==> src/rtl/windowed_framer.sv <==
// windowed_framer
// Keeps the most recent N_POINTS signed samples in a circular buffer. Every HOP
// new samples it launches a frame, so windows can overlap. Each point k is
// multiplied by a programmable unsigned coefficient coef[k]. The product is
// floored by 2^COEF_FRAC and saturated to OUT_W bits. Points are streamed out
// one per cycle under a valid/ready handshake.
//
// Ports:
//   clk, rst                    sole clock, synchronous active-high reset
//   sample_valid, sample_in     one-cycle sample strobe and signed sample
//   coef_we/addr/data           coefficient table write (honoured only when idle)
//   frame_valid/ready           output handshake
//   frame_data                  windowed point, signed OUT_W
//   frame_index, frame_last     point index k, high on k = N_POINTS-1
//   busy                        a frame is being streamed
//   overrun                     sticky: an unread slot of the live frame was overwritten
//   drop_count                  saturating count of frame launches that were lost
module windowed_framer #(
  parameter int N_POINTS  = 16,
  parameter int HOP       = 16,
  parameter int SAMPLE_W  = 12,
  parameter int COEF_W    = 8,
  parameter int COEF_FRAC = 7,
  parameter int OUT_W     = 12
) (
  input  logic                        clk,
  input  logic                        rst,
  input  logic                        sample_valid,
  input  logic [SAMPLE_W-1:0]         sample_in,
  input  logic                        coef_we,
  input  logic [$clog2(N_POINTS)-1:0] coef_addr,
  input  logic [COEF_W-1:0]           coef_data,
  output logic                        frame_valid,
  input  logic                        frame_ready,
  output logic [OUT_W-1:0]            frame_data,
  output logic [$clog2(N_POINTS)-1:0] frame_index,
  output logic                        frame_last,
  output logic                        busy,
  output logic                        overrun,
  output logic [15:0]                 drop_count
);
  localparam int AW = $clog2(N_POINTS);
  localparam int PW = SAMPLE_W + COEF_W + 1;
  localparam int CW = (PW > OUT_W) ? PW : OUT_W;
  localparam logic [AW:0]         HOP_CNT    = (AW+1)'(HOP);
  localparam logic [AW-1:0]       LAST_K     = AW'(N_POINTS - 1);
  localparam logic [COEF_W-1:0]   COEF_UNITY = COEF_W'(1) << COEF_FRAC;
  localparam logic signed [CW-1:0] OUT_MAX   = {{(CW-OUT_W+1){1'b0}}, {(OUT_W-1){1'b1}}};
  localparam logic signed [CW-1:0] OUT_MIN   = {{(CW-OUT_W+1){1'b1}}, {(OUT_W-1){1'b0}}};

  typedef enum logic {IDLE, STREAM} state_t;

  state_t              state_q, state_d;
  logic [AW-1:0]       wptr_q, wptr_d;
  logic [AW:0]         new_cnt_q, new_cnt_d;
  logic                primed_q, primed_d;
  logic                pending_q, pending_d;
  logic [AW-1:0]       start_q, start_d;
  logic [AW:0]         rd_k_q, rd_k_d;
  logic [AW:0]         acc_q, acc_d;
  logic                s1_valid_q, s1_valid_d;
  logic [SAMPLE_W-1:0] s1_sample_q, s1_sample_d;
  logic [COEF_W-1:0]   s1_coef_q, s1_coef_d;
  logic [AW-1:0]       s1_k_q, s1_k_d;
  logic                out_valid_q, out_valid_d;
  logic [OUT_W-1:0]    out_data_q, out_data_d;
  logic [AW-1:0]       out_k_q, out_k_d;
  logic                overrun_q, overrun_d;
  logic [15:0]         drop_q, drop_d;

  logic [SAMPLE_W-1:0] smp_mem_q [N_POINTS];
  logic [COEF_W-1:0]   coef_q [N_POINTS];

  logic                hop, accept, last_accept, launch;
  logic                out_free, s1_free, issue, coef_wr;
  logic [AW-1:0]       rd_addr, slot_k;
  logic [AW:0]         acc_eff;
  logic signed [PW-1:0] s_ext, c_ext, prod, shifted;
  logic signed [CW-1:0] wide;

  always_comb begin
    state_d     = state_q;
    wptr_d      = wptr_q;
    new_cnt_d   = new_cnt_q;
    primed_d    = primed_q;
    pending_d   = pending_q;
    start_d     = start_q;
    rd_k_d      = rd_k_q;
    acc_d       = acc_q;
    s1_valid_d  = s1_valid_q;
    s1_sample_d = s1_sample_q;
    s1_coef_d   = s1_coef_q;
    s1_k_d      = s1_k_q;
    out_valid_d = out_valid_q;
    out_data_d  = out_data_q;
    out_k_d     = out_k_q;
    overrun_d   = overrun_q;
    drop_d      = drop_q;

    hop         = primed_q && (new_cnt_q == HOP_CNT);
    accept      = out_valid_q && frame_ready;
    last_accept = accept && (out_k_q == LAST_K);
    // A pending launch left over from the previous frame is served from IDLE
    launch      = (state_q == IDLE) && (hop || pending_q);
    out_free    = !out_valid_q || frame_ready;
    s1_free     = !s1_valid_q || out_free;
    issue       = (state_q == STREAM) && !rd_k_q[AW] && s1_free;
    coef_wr     = coef_we && (state_q == IDLE);
    rd_addr     = start_q + rd_k_q[AW-1:0];
    slot_k      = wptr_q - start_q;
    acc_eff     = acc_q + {{AW{1'b0}}, accept};

    if (sample_valid) begin
      wptr_d = wptr_q + 1'b1;
      if (wptr_q == LAST_K) primed_d = 1'b1;
    end

    // Before priming the counter parks at HOP; once primed, reaching HOP is a hop event
    if (hop) new_cnt_d = {{AW{1'b0}}, sample_valid};
    else if (sample_valid && (new_cnt_q != HOP_CNT)) new_cnt_d = new_cnt_q + 1'b1;

    // A write on the launch edge lands in the oldest slot of the new window,
    // which has not been read yet, so it is reported like any other overwrite
    if (sample_valid && (launch || ((state_q == STREAM) && ({1'b0, slot_k} >= acc_eff))))
      overrun_d = 1'b1;

    case (state_q)
      IDLE: begin
        if (launch) begin
          state_d   = STREAM;
          start_d   = wptr_q;
          rd_k_d    = '0;
          acc_d     = '0;
          pending_d = pending_q && hop;
        end
      end
      STREAM: begin
        if (hop) begin
          if (pending_q) drop_d = (drop_q == 16'hFFFF) ? drop_q : drop_q + 16'd1;
          else pending_d = 1'b1;
        end
        if (issue) rd_k_d = rd_k_q + 1'b1;
        if (accept) acc_d = acc_q + 1'b1;
        if (last_accept) state_d = IDLE;
      end
      default: state_d = IDLE;
    endcase

    // Stage 1: buffer and coefficient read
    if (s1_free) begin
      s1_valid_d = issue;
      if (issue) begin
        s1_sample_d = smp_mem_q[rd_addr];
        s1_coef_d   = coef_q[rd_k_q[AW-1:0]];
        s1_k_d      = rd_k_q[AW-1:0];
      end
    end

    // Stage 2: multiply, floor shift, saturate
    s_ext   = PW'(signed'(s1_sample_q));
    c_ext   = {{(PW-COEF_W){1'b0}}, s1_coef_q};
    prod    = s_ext * c_ext;
    shifted = prod >>> COEF_FRAC;
    wide    = CW'(shifted);
    if (out_free) begin
      out_valid_d = s1_valid_q;
      if (s1_valid_q) begin
        out_k_d = s1_k_q;
        if (wide > OUT_MAX) out_data_d = OUT_W'(OUT_MAX);
        else if (wide < OUT_MIN) out_data_d = OUT_W'(OUT_MIN);
        else out_data_d = OUT_W'(wide);
      end
    end
  end

  always_ff @(posedge clk) begin
    if (rst) begin
      state_q     <= IDLE;
      wptr_q      <= '0;
      new_cnt_q   <= '0;
      primed_q    <= 1'b0;
      pending_q   <= 1'b0;
      start_q     <= '0;
      rd_k_q      <= '0;
      acc_q       <= '0;
      s1_valid_q  <= 1'b0;
      s1_sample_q <= '0;
      s1_coef_q   <= '0;
      s1_k_q      <= '0;
      out_valid_q <= 1'b0;
      out_data_q  <= '0;
      out_k_q     <= '0;
      overrun_q   <= 1'b0;
      drop_q      <= '0;
      for (int i = 0; i < N_POINTS; i++) coef_q[i] <= COEF_UNITY;
    end else begin
      state_q     <= state_d;
      wptr_q      <= wptr_d;
      new_cnt_q   <= new_cnt_d;
      primed_q    <= primed_d;
      pending_q   <= pending_d;
      start_q     <= start_d;
      rd_k_q      <= rd_k_d;
      acc_q       <= acc_d;
      s1_valid_q  <= s1_valid_d;
      s1_sample_q <= s1_sample_d;
      s1_coef_q   <= s1_coef_d;
      s1_k_q      <= s1_k_d;
      out_valid_q <= out_valid_d;
      out_data_q  <= out_data_d;
      out_k_q     <= out_k_d;
      overrun_q   <= overrun_d;
      drop_q      <= drop_d;
      if (coef_wr) coef_q[coef_addr] <= coef_data;
    end
  end

  // Sample storage needs no reset: priming guarantees every slot is rewritten before use
  always_ff @(posedge clk) begin
    if (sample_valid) smp_mem_q[wptr_q] <= sample_in;
  end

  assign frame_valid = out_valid_q;
  assign frame_data  = out_data_q;
  assign frame_index = out_k_q;
  assign frame_last  = out_valid_q && (out_k_q == LAST_K);
  assign busy        = (state_q != IDLE);
  assign overrun     = overrun_q;
  assign drop_count  = drop_q;
endmodule

==> config.mk <==
export PLATFORM = sky130hd
export DESIGN_NAME = windowed_framer
export DESIGN_NICKNAME = d
export VERILOG_FILES = /design/src/rtl/windowed_framer.sv
export SDC_FILE = /design/constraint.sdc
export NUM_CORES = 1
export LEC_CHECK = 0
export ABC_AREA = 1
export BUFFER_PORTS_ARGS = -buffer_cell sky130_fd_sc_hd__buf_2
export CAP_MARGIN = 25
export CORE_MARGIN = 2
export CORE_UTILIZATION = 48
export DETAILED_ROUTE_END_ITERATION = 16
export SYNTH_ARGS = -nofsm -noshare
export SYNTH_HDL_FRONTEND = slang
export SYNTH_SLANG_ARGS = --single-unit
export TNS_END_PERCENT = 30
==> constraint.sdc <==
create_clock -name clk -period 5.57 [get_ports clk]
set_input_delay 0.557 -clock clk [delete_from_list [all_inputs] [get_ports clk]]
set_output_delay 0.557 -clock clk [all_outputs]
set_load 0.02 [all_outputs]
==> results by group, run 1 <==
Worst setup path
  – Reg2reg setup slack: 0.68 ns
  – CP Buf/Inv Count: 7
  – Crit Path Max Fanout: 13
  – Critical Path End Type: register
  – CP cell instances: nand2_1, inv_1, fa_1, inv_1, fa_1, inv_1, fa_1, inv_1, fa_1, inv_1, ha_1, nand2_1, inv_1, a21oi_1, nor2_1, nor2_1, nand3_1, nand2_1, nand2_1, a21oi_2, buf_4, a21oi_1
  – Crit path max-delay family: adder cells
  – CP max stage cell: fa_1
  – CP Class: reg -> reg
  – Critical path arrival: 5.33 ns
  – Crit path launch type: register
  – Most used cell, CP: inv_1
  – Worst stage delay on the critical path: 0.65 ns
  – Worst Path Required: 6.01 ns

STA
  – Slew @ Worst Pin: 1.02 ns
  – Final worst slack: 0.681 ns
  – Fin. Hold Viols: 0
  – Unrepaired setup endpoints after global routing: false
  – Clock Skews: 0.0213 ns
  – Post-Route Setup TNS: 0 ns
  – Max_slew headroom: 31.9%
  – Final worst-path cycle share: 87.8%
  – Peak Freq: 205 MHz
  – Minimum clock period after layout: 4.89 ns
  – Final Max Tran Viols: 0
  – Final setup viols: 0

Clock network
  – Worst skew pair latency: 0.58 ns
  – Reg clk slew, reported paths: 0.06 ns
  – Sink Count: 405
  – Num CTS Buffers: 44
  – Post-CTS sizing: 0
  – Post-CTS setup buffer count: 0
  – CTS hold repair buffers: 0
  – Max Root-Sink Buffers: 3
  – H-tree levels: 2
  – Clk root buf: clkbuf_16
  – TritonCTS clock tree: done

GRT
  – GRT Overall Usage: 22.7%
  – Pin count of the biggest net entering global routing: 97
  – Vias in the first global route: 14.9k
  – Initial antenna violation count: 1
  – First-pass GRT wire length: 79.3 mm
  – Global route overflow: 0

Floorplanning
  – DIE WIDTH: 213 um
  – Die Y: 213 um
  – Core area: 43000 um^2
  – Die Footprint: 45200 um^2
  – I/O pins: 65
  – Initial Util: 48.6%
  – Standard-cell row count: 76

Finish
  – Core Util, Final: 54.0%
  – Final nets: 2353
  – Fin area: 23200 um^2
  – Share of layout cells above drive strength 1: 9.00%
  – Synth-to-Final Area Change: 11.0%

Place
  – Place WS: 0.649 ns
  – DP Area: 21800 um^2
  – RePlAce Congestion: 0.840
  – Dpl hpwl: 32.8 mm
  – PortBufs: 64

Route
  – DR WL/cell: 17.8 um
  – Final ANT Viol Nets: 0
  – DRC errors left: 0
  – Routed WL: 49.9 mm
  – Vias: 15.0k
  – Via density: 5.35
  – First-pass iteration count of the detailed router: 7
  – 1st-iter DRT viols: 1134

Synthesis
  – Synth area leaders: edfxtp_1 (46%), dfxtp_1 (8.1%), fa_1 (7.6%)
  – Post-Synthesis Cells: 2151
  – #FFs+latches synth: 405
  – Synthesized cell area: 20900 um^2
  – Mean post-synth cell area: 9.71 um^2
  – Synth Warn #: 0
  – Yosys cell types: 47
  – Share of the synthesized area in the top cell type: 46.0%
  – Post-Syn Nets: 2318
  – Sequential area share after synthesis: 54.1%
  – EDFF count, synth: 320
  – Synth Flop Type: edfxtp_1
  – Yosys top cell by area: edfxtp_1
  – Ys async rst share: 0%

Power and ir drop
  – Final Power: 6.31 mW
  – Worst IR Drop VDD: 0.241 mV
  – LEAKAGE: 9.66 nW
  – Power Dens Cells: 272 nW/um^2

Flow run
  – Max_cap viols: 0

Hold path
  – Worst min path class: in -> reg

Outcome
  – Status: completed
[kinds of logic (layout without fill, tap and decap cells)]
logic type / Yosys count / in the layout / synth area share [%]
adders and majority gates: 138 / 138 / 11.1
and+or+nand+nor: 847 / 847 / 16.2
other: 0 / 1 / 0
AOI/OAI and AO/OA: 345 / 345 / 10.1
DFF: 405 / 405 / 54.1
xor gates and xnor gates: 30 / 30 / 1.26
buffers and inverters: 386 / 456 / 7.16
[cells in the mapped netlist, types with 5 or more instances]
cell type,instances
buf_1,12
nand2_1,327
o21ai_1,11
dfxtp_1,85
nand2_2,9
o221ai_1,12
nand3_1,64
a21oi_1,60
clkbuf_1,80
xor2_1,20
nor3_1,16
nor2_1,410
inv_1,274
edfxtp_1,320
o21a_1,5
ha_1,59
o21ai_0,147
o22ai_1,21
o211ai_1,5
a21o_1,5
fa_1,79
a21oi_2,11
buf_2,9
xnor2_1,10
nand4_1,6
a31oi_1,6
a41oi_1,8
o32ai_1,48
[registers in the layout (all words and copies together) (netlist names)]
signal and cells:
acc_q 5, drop_count 16, pending_q 1, busy 1, smp_mem_q 192, coef_q 128
s1_coef_q 8, s1_valid_q 1, frame_data 12, primed_q 1, wptr_q 4, frame_index 4
rd_k_q 5, new_cnt_q 5, s1_sample_q 12, overrun 1, s1_k_q 4, frame_valid 1
start_q 4
[layout by cell type (no fill, tap or decap), types with 30 or more instances in the layout]
master / Yosys / routed
nor2_1: 410 / 409
buf_4: 3 / 30
nand2_1: 327 / 327
o32ai_1: 48 / 48
inv_1: 274 / 274
dfxtp_1: 85 / 84
a21oi_1: 60 / 60
edfxtp_1: 320 / 320
ha_1: 59 / 58
buf_2: 9 / 64
o21ai_0: 147 / 147
nand3_1: 64 / 64
clkbuf_16: 0 / 46
fa_1: 79 / 78
[metrics by stage]
stage               hold slack (ns)  cells
finish                        0.363   2807
floorplan                     0.441   2151
CTS                           0.346   2804
global route                  0.369   2807
global placement              0.451   2723
detailed placement            0.454   2723
[cell type report]
class	count	area, um^2
Inverter	278	1040
Clock buffer	56	1220
Sequential cell	405	11300
Antenna cell	1	2.50
Tap cell	585	732
Fill cell	3902	19800
Timing Repair Buffer	97	601
Multi-Input combinational cell	1360	8110
Clock inverter	25	179
[per-layer routing]
metal | part of all wire [%] | GRT usage, %
met3 | 4.7 | 3.35
met2 | 47 | 37.4
met1 | 45 | 31.0
met4 | 3.0 | 7.45
met5 | 0 | 0
[where the power goes]
| part | switching [mW] | internal, mW | total, mW | leakage, nW |
|---|---|---|---|---|
| clock network | 1.17 | 1.64 | 2.81 | 0.697 |
| logic | 0.133 | 0.0356 | 0.168 | 5.28 |
| registers | 0.0152 | 3.31 | 3.33 | 3.69 |
[path summary, 6_finish.rpt]
path                             start                          to  cells after the start
max          s1_coef_q[2]$_SDFFE_PP0P_  frame_data[0]$_SDFFE_PP0P_                     22
min                       sample_in[3]   smp_mem_q[5][3]$_DFFE_PP_                      1
max reg2reg  s1_coef_q[2]$_SDFFE_PP0P_  frame_data[0]$_SDFFE_PP0P_                     22
min reg2reg     rd_k_q[4]$_SDFFE_PP0P_      rd_k_q[4]$_SDFFE_PP0P_                      1
[worst reg2reg max path, cell delays in order (launching register included)]
cell and delay (ns):
dfxtp_1 0.44, nand2_1 0.12, inv_1 0.06, fa_1 0.65, inv_1 0.16, fa_1 0.55, inv_1 0.05, fa_1 0.47
inv_1 0.05, fa_1 0.53, inv_1 0.04, ha_1 0.34, nand2_1 0.14, inv_1 0.07, a21oi_1 0.18, nor2_1 0.06
nor2_1 0.16, nand3_1 0.10, nand2_1 0.09, nand2_1 0.07, a21oi_2 0.12, buf_4 0.23, a21oi_1 0.09
(Power assumes the default switching activity.)
==> run 2, diff against run 1 <==
- CORE_ASPECT_RATIO: unset -> 1.75
- CTS_CLUSTER_SIZE: unset -> 12
==> run 2 against run 1 <==
  * Die area is 0.15% higher
  * Final area is 1.3% lower
  * Wire length is 5.5% higher
  * Critical endpoint unchanged
==> results by group, run 2 (synthesis results as in run 1) <==
STA
  – Unrepaired setup endpoints after global routing: false
  – Peak Freq: 202 MHz (-1.3%)
  – Max_slew headroom: 30.4% (-1.5 points)
  – Slew @ Worst Pin: 1.04 ns (+0.0226 ns)
  – Fin. Hold Viols: 0 (unchanged)
  – Final worst-path cycle share: 88.9% (+1.2 points)
  – Post-Route Setup TNS: 0 ns (unchanged)
  – Final worst slack: 0.616 ns (-0.0653 ns)
  – Clock Skews: 0.0325 ns (+0.0113 ns)
  – Minimum clock period after layout: 4.95 ns (+0.0653 ns)
  – Final setup viols: 0 (unchanged)
  – Final Max Tran Viols: 0 (unchanged)

Finish
  – FILL cells: 3991 (+2.3%)
  – Antenna diodes: 0 (-1)
  – Most common cell after layout, fill and taps aside: nor2_1
  – Number of flip-flops in the largest register: 192 (unchanged)
  – Final nets: 2340 (-0.55%)
  – Synth-to-Final Area Change: 9.60%
  – Most frequent cells in the layout: nor2_1 (401), nand2_1 (327), edfxtp_1 (320), inv_1 (274), o21ai_0 (147)
  – Share of layout cells above drive strength 1: 8.18% (-0.83 points)
  – Reg with most FFs: smp_mem_q

Clock network
  – Sink Count: 405 (unchanged)
  – Post-CTS sizing: 0 (unchanged)
  – Post-CTS setup buffer count: 0 (unchanged)
  – Max Root-Sink Buffers: 3 (unchanged)
  – Clk root buf: clkbuf_16
  – Reg clk slew, reported paths: 0.06 ns (about the same)
  – Worst skew pair latency: 0.57 ns (about the same)
  – TritonCTS clock tree: done
  – H-tree levels: 2 (unchanged)
  – CTS hold repair buffers: 0 (unchanged)
  – Num CTS Buffers: 41 (-6.8%)

Route
  – Metal-1 WL: 19.4 mm (-13%)
  – DR WL/cell: 19.0 um (+7.0%)
  – Routed WL: 52.7 mm (+5.5%)
  – Final ANT Viol Nets: 0 (unchanged)
  – Vias: 15.0k (-0.013%)
  – 1st-iter DRT viols: 836 (-26%)
  – Uppermost routed layer: met4
  – Via density: 5.43 (+1.4%)
  – First-pass iteration count of the detailed router: 5 (-2)
  – DRC errors left: 0 (unchanged)
  – Met2 wire length: 29.3 mm (+24%)
  – Met3 WL: 1.53 mm (-34%)

Floorplanning
  – Die Y: 280 um (+32%)
  – DIE WIDTH: 162 um (-24%)
  – Standard-cell row count: 101 (+33%)
  – Initial Util: 48.3% (-0.27 points)
  – I/O pins: 65 (unchanged)
  – Core area: 43200 um^2 (+0.55%)
  – Die Footprint: 45300 um^2 (+0.15%)

Worst setup path
  – Critical path arrival: 5.38 ns (+0.05 ns)
  – CP cell instances: nand2_1, inv_1, fa_1, inv_1, fa_1, inv_1, fa_1, inv_1, fa_1, inv_1, ha_1, nand2_1, inv_1, a21oi_1, nor2_1, nor2_1, nand3_1, nand2_1, nand2_1, a21oi_2, buf_4, a21oi_1
  – Worst Path Required: 5.99 ns (-0.02 ns)
  – Crit Path Max Fanout: 13 (unchanged)
  – CP max stage cell: fa_1
  – Crit path launch type: register
  – Most used cell, CP: inv_1
  – Critical Path End Type: register
  – Worst stage delay on the critical path: 0.65 ns (about the same)
  – CP Class: reg -> reg
  – Reg2reg setup slack: 0.62 ns (-0.07 ns)

Power and ir drop
  – Power Dens Cells: 265 nW/um^2 (-2.5%)
  – LEAKAGE: 9.46 nW (-2.0%)
  – Final Power: 6.07 mW (-3.7%)
  – Worst IR Drop VDD: 0.254 mV (+5.3%)

Place
  – PortBufs: 64 (unchanged)
  – Dpl hpwl: 36.6 mm (+12%)
  – Place WS: 0.602 ns (-0.0464 ns)
  – RePlAce Congestion: 0.881 (+4.9%)

Hold path
  – Worst min path class: in -> reg

GRT
  – Vias in the first global route: 15.8k (+6.1%)
  – Global route overflow: 0 (unchanged)
  – Initial antenna violation count: 2 (+1)
  – First-pass GRT wire length: 84.3 mm (+6.2%)
  – GRT Overall Usage: 24.0% (+1.3 points)
  – Pin count of the biggest net entering global routing: 97 (unchanged)

Flow run
  – Max_cap viols: 0 (unchanged)

Outcome
  – Status: completed
run 2: worst paths after layout:
path / to / depth (start not counted) / from
worst min-delay path: smp_mem_q[5][10]$_DFFE_PP_ / 1 / sample_in[10]
worst max-delay path: frame_data[0]$_SDFFE_PP0P_ / 22 / s1_coef_q[2]$_SDFFE_PP0P_
worst max register to register: frame_data[0]$_SDFFE_PP0P_ / 22 / s1_coef_q[2]$_SDFFE_PP0P_
worst min register to register: rd_k_q[4]$_SDFFE_PP0P_ / 1 / rd_k_q[4]$_SDFFE_PP0P_
run 2: final cells by class:
cell class                      instances  area, um^2  share of cell area (%)
Timing Repair Buffer                   87         493                    2.15
Clock buffer                           64        1130                    4.94
Sequential cell                       405       11300                    49.4
Inverter                              278        1040                    4.56
Multi-Input combinational cell       1360        8120                    35.5
Clock inverter                          7        87.6                   0.382
Tap cell                              566         708                    3.09
run 2: critical path, delay by kind of cell, from the launching register on:
family	cells	cell delay (ns)
adders and majority gates	5	2.57
and+or+nand+nor	7	0.73
buffers and inverters	7	0.65
DFF	1	0.44
AOI/OAI and AO/OA	3	0.42
run 2: layer usage:
metal / vias to the layer above / track usage, %
met5: - / 0
met4: 0 / 10.6
met3: 128 / 2.31
met2: 312 / 46.5
met1: 7391 / 26.2
li1: 7186 / -
run 2: power by group:
part           internal (mW)  leakage (nW)  switching [mW]
logic                 0.0344          5.20           0.139
registers               3.31          3.69          0.0160
clock network           1.41         0.579            1.16
total                   4.75          9.46            1.32
run 2: per-stage QoR:
| step | hold WS [ns] | util [%] | cell area, um^2 | std cells |
|---|---|---|---|---|
| 2_1_floorplan | 0.441 | - | 20900 | 2151 |
| 3_3_place_gp | 0.453 | 50.2 | 21700 | 2696 |
| 3_5_place_dp | 0.456 | 50.2 | 21700 | 2696 |
| 4_1_cts | 0.350 | 53.0 | 22900 | 2767 |
| 5_1_grt | 0.363 | 53.0 | 22900 | 2767 |
| 6_report | 0.369 | 53.0 | 22900 | 2767 |
==> run 3, diff against run 2 <==
- CTS_CLUSTER_DIAMETER: unset -> 30
- PLACE_DENSITY: unset -> 0.67
==> run 3 against run 2 <==
  * Fmax fell by 0.75%
  * Register-to-register slack worse by 0.04 ns
  * Utilization grew 1.4 points
  * Wire length down 2.9%
  * Clock-buffer cell count decreased by 9
  * Sequential power about the same
  * Total power rose by 12%
  * Non-clock buffer count is 8 higher
  * Sequential share of layout area fell by 1.2 points
  * Largest cell class unchanged
==> results by group, run 3 (synthesis results as in run 1) <==
Power and ir drop
  – Net load switching power: 1.43 mW (+8.2%)
  – Sw frac: 21.0% (-0.77 points)
  – LEAKAGE: 9.80 nW (+3.6%)
  – Internal Power: 5.38 mW (+13%)
  – Combinational share of power: 2.5% (-0.3 points)
  – Clock network power share: 48.6% (+6.2 points)
  – Worst IR Drop VDD: 0.256 mV (+0.71%)
  – Flop pwr share: 48.9% (-5.9 points)
  – Power Dens Cells: 290 nW/um^2 (+9.3%)

Clock network
  – Post-CTS sizing: 0 (unchanged)
  – CTS hold repair buffers: 0 (unchanged)
  – H-tree levels: 2 (unchanged)
  – TritonCTS clock tree: done
  – Num CTS Buffers: 50 (+22%)
  – Sink Count: 405 (unchanged)
  – Worst skew pair latency: 0.58 ns (about the same)
  – Max Root-Sink Buffers: 3 (unchanged)
  – Clk root buf: clkbuf_16
  – Reg clk slew, reported paths: 0.05 ns (about the same)
  – Post-CTS setup buffer count: 0 (unchanged)

Finish
  – Most common cell after layout, fill and taps aside: nor2_1
  – Fin area: 23500 um^2 (+2.6%)
  – Core Util, Final: 54.4% (+1.4 points)
  – Antenna diodes: 0 (unchanged)
  – Synth-to-Final Area Change: 12.4%
  – FILL cells: 3809 (-4.6%)
  – Most frequent cells in the layout: nor2_1 (409), nand2_1 (327), edfxtp_1 (320), inv_1 (274), o21ai_0 (147)
  – Final nets: 2357 (+0.73%)
  – Share of layout cells above drive strength 1: 9.40% (+1.2 points)
  – Number of flip-flops in the largest register: 192 (unchanged)
  – Reg with most FFs: smp_mem_q

Flow run
  – Max_cap viols: 0 (unchanged)

Route
  – Routed WL: 51.2 mm (-2.9%)
  – Vias: 15.3k (+1.6%)
  – DR WL/cell: 18.3 um (-3.7%)
  – Final ANT Viol Nets: 0 (unchanged)
  – 1st-iter DRT viols: 906 (+8.4%)
  – Via density: 5.47 (+0.75%)
  – DRC errors left: 0 (unchanged)
  – First-pass iteration count of the detailed router: 5 (unchanged)

Place
  – PortBufs: 64 (unchanged)
  – Dpl hpwl: 35.7 mm (-2.3%)
  – RePlAce Congestion: 0.876 (-0.59%)
  – DP Area: 21800 um^2 (+0.36%)
  – Place WS: 0.577 ns (-0.0253 ns)

STA
  – Unrepaired setup endpoints after global routing: false
  – Max_slew headroom: 32.5% (+2.1 points)
  – Clock Skews: 0.0281 ns (-0.00441 ns)
  – Final worst slack: 0.578 ns (-0.0375 ns)
  – Slew @ Worst Pin: 1.01 ns (-0.0321 ns)
  – Final setup viols: 0 (unchanged)
  – Post-Route Setup TNS: 0 ns (unchanged)
  – Final Max Tran Viols: 0 (unchanged)
  – Fin. Hold Viols: 0 (unchanged)
  – Final worst-path cycle share: 89.6% (+0.67 points)
  – Peak Freq: 200 MHz (-0.75%)
  – Minimum clock period after layout: 4.99 ns (+0.0375 ns)
  – Hold WS: 0.310 ns (-0.0586 ns)

Outcome
  – Status: completed

Worst setup path
  – Crit path max-delay family: adder cells
  – CP Class: reg -> reg
  – R2r endpoint: frame_data[0]$_SDFFE_PP0P_
  – RR Startpoint: s1_coef_q[0]$_SDFFE_PP0P_
  – CP max stage cell: fa_1
  – CP Buf/Inv Count: 7 (unchanged)
  – Crit Path Max Fanout: 12 (-1)
  – CP cell instances: nand2_1, inv_1, fa_1, inv_1, fa_1, inv_1, fa_1, inv_1, fa_1, inv_1, ha_1, nand2_1, inv_1, a21oi_1, nor2_1, nor2_1, nand3_1, nand2_1, nand2_1, a21oi_2, buf_4, a21oi_1
  – Crit path launch type: register
  – R2R depth: 22 (unchanged)
  – Most used cell, CP: inv_1
  – Worst stage delay on the critical path: 0.61 ns (-0.04 ns)
  – Reg2reg setup slack: 0.58 ns (-0.04 ns)
  – Worst Path Required: 6.01 ns (+0.02 ns)
  – Worst setup path start: s1_coef_q[0]$_SDFFE_PP0P_
  – Critical Path End Type: register
  – Critical path arrival: 5.43 ns (+0.05 ns)

Floorplanning
  – Initial Util: 48.3% (unchanged)
  – Die Y: 280 um (unchanged)
  – I/O pins: 65 (unchanged)
  – DIE WIDTH: 162 um (unchanged)
  – Standard-cell row count: 101 (unchanged)
  – Core area: 43200 um^2 (unchanged)
  – Die Footprint: 45300 um^2 (unchanged)

Hold path
  – Worst min path class: in -> reg
  – Hold Path Sink: frame_valid$_SDFFE_PP0P_
  – Worst hold start: frame_ready
  – Hold path cells: 4 (+3)

GRT
  – GRT Overall Usage: 23.0% (-1.0 points)
  – Global route overflow: 0 (unchanged)
  – First-pass GRT wire length: 81.2 mm (-3.7%)
  – Vias in the first global route: 15.6k (-1.3%)
  – Pin count of the biggest net entering global routing: 97 (unchanged)
  – Initial antenna violation count: 2 (unchanged)
-- run 3: cell count changes in the layout (fill, tap and decap cells not counted), moves of 4 or more --
cell | previous run | this run
clkbuf_16 | 41 | 52
inv_6 | 0 | 4
clkinv_1 | 3 | 7
clkinv_2 | 1 | 10
nor2_2 | 10 | 2
clkbuf_1 | 21 | 3
nor2_1 | 401 | 409
buf_4 | 23 | 27
bufinv_16 | 0 | 7
-- run 3: cell type report --
class	count	area [um^2]	share of cell area (%)
clock buffers	55	1310	5.59
clock inverters	31	393	1.67
inverters	278	1040	4.44
multi-input cells	1360	8100	34.5
flip-flops and latches	405	11300	48.2
well taps	566	708	3.01
repair buffers	95	618	2.63
-- run 3: power by group through the flow --
| stage | clock [mW] | sequential [mW] | combinational [mW] |
|---|---|---|---|
| 6_report | 3.31 | 3.33 | 0.171 |
| 5_1_grt | 3.47 | 3.33 | 0.188 |
| 4_1_cts | 3.35 | 3.33 | 0.173 |
| 3_5_place_dp | 0 | 3.39 | 0.172 |
| 3_3_place_gp | 0 | 3.39 | 0.167 |
| 2_1_floorplan | 0 | 3.39 | 0.0890 |
-- run 3: metal layers --
layer	share of wire, %	vias to the layer above	GRT usage [%]
met1	35	7485	23.7
met2	55	410	44.0
met5	0.049	-	0
li1	-	7218	-
met3	4.1	139	3.03
met4	5.8	4	12.9
-- run 3: how the worst max path moves through the flow --
stage / slack [ns] / depth (start not counted) / to
final: 0.58 / 22 / frame_data[0]$_SDFFE_PP0P_
after global routing: 0.22 / 23 / frame_data[0]$_SDFFE_PP0P_
after CTS: 0.54 / 22 / frame_data[0]$_SDFFE_PP0P_
after detailed placement: 0.58 / 22 / frame_data[0]$_SDFFE_PP0P_
after global placement: 0.71 / 22 / frame_data[0]$_SDFFE_PP0P_
after floorplan: 0.95 / 23 / frame_data[10]$_SDFFE_PP0P_
-- run 3: per-stage QoR --
stage,total power [mW],cells
after floorplan,3.47,2151
after global placement,3.56,2702
after detailed placement,3.56,2703
after CTS,6.85,2789
after global routing,6.99,2790
final,6.81,2790
-- run 3: worst min-delay path, cell delays in order --
cell	delay, ns
buf_2	0.09
inv_1	0.04
nand2_1	0.07
a21oi_1	0.06
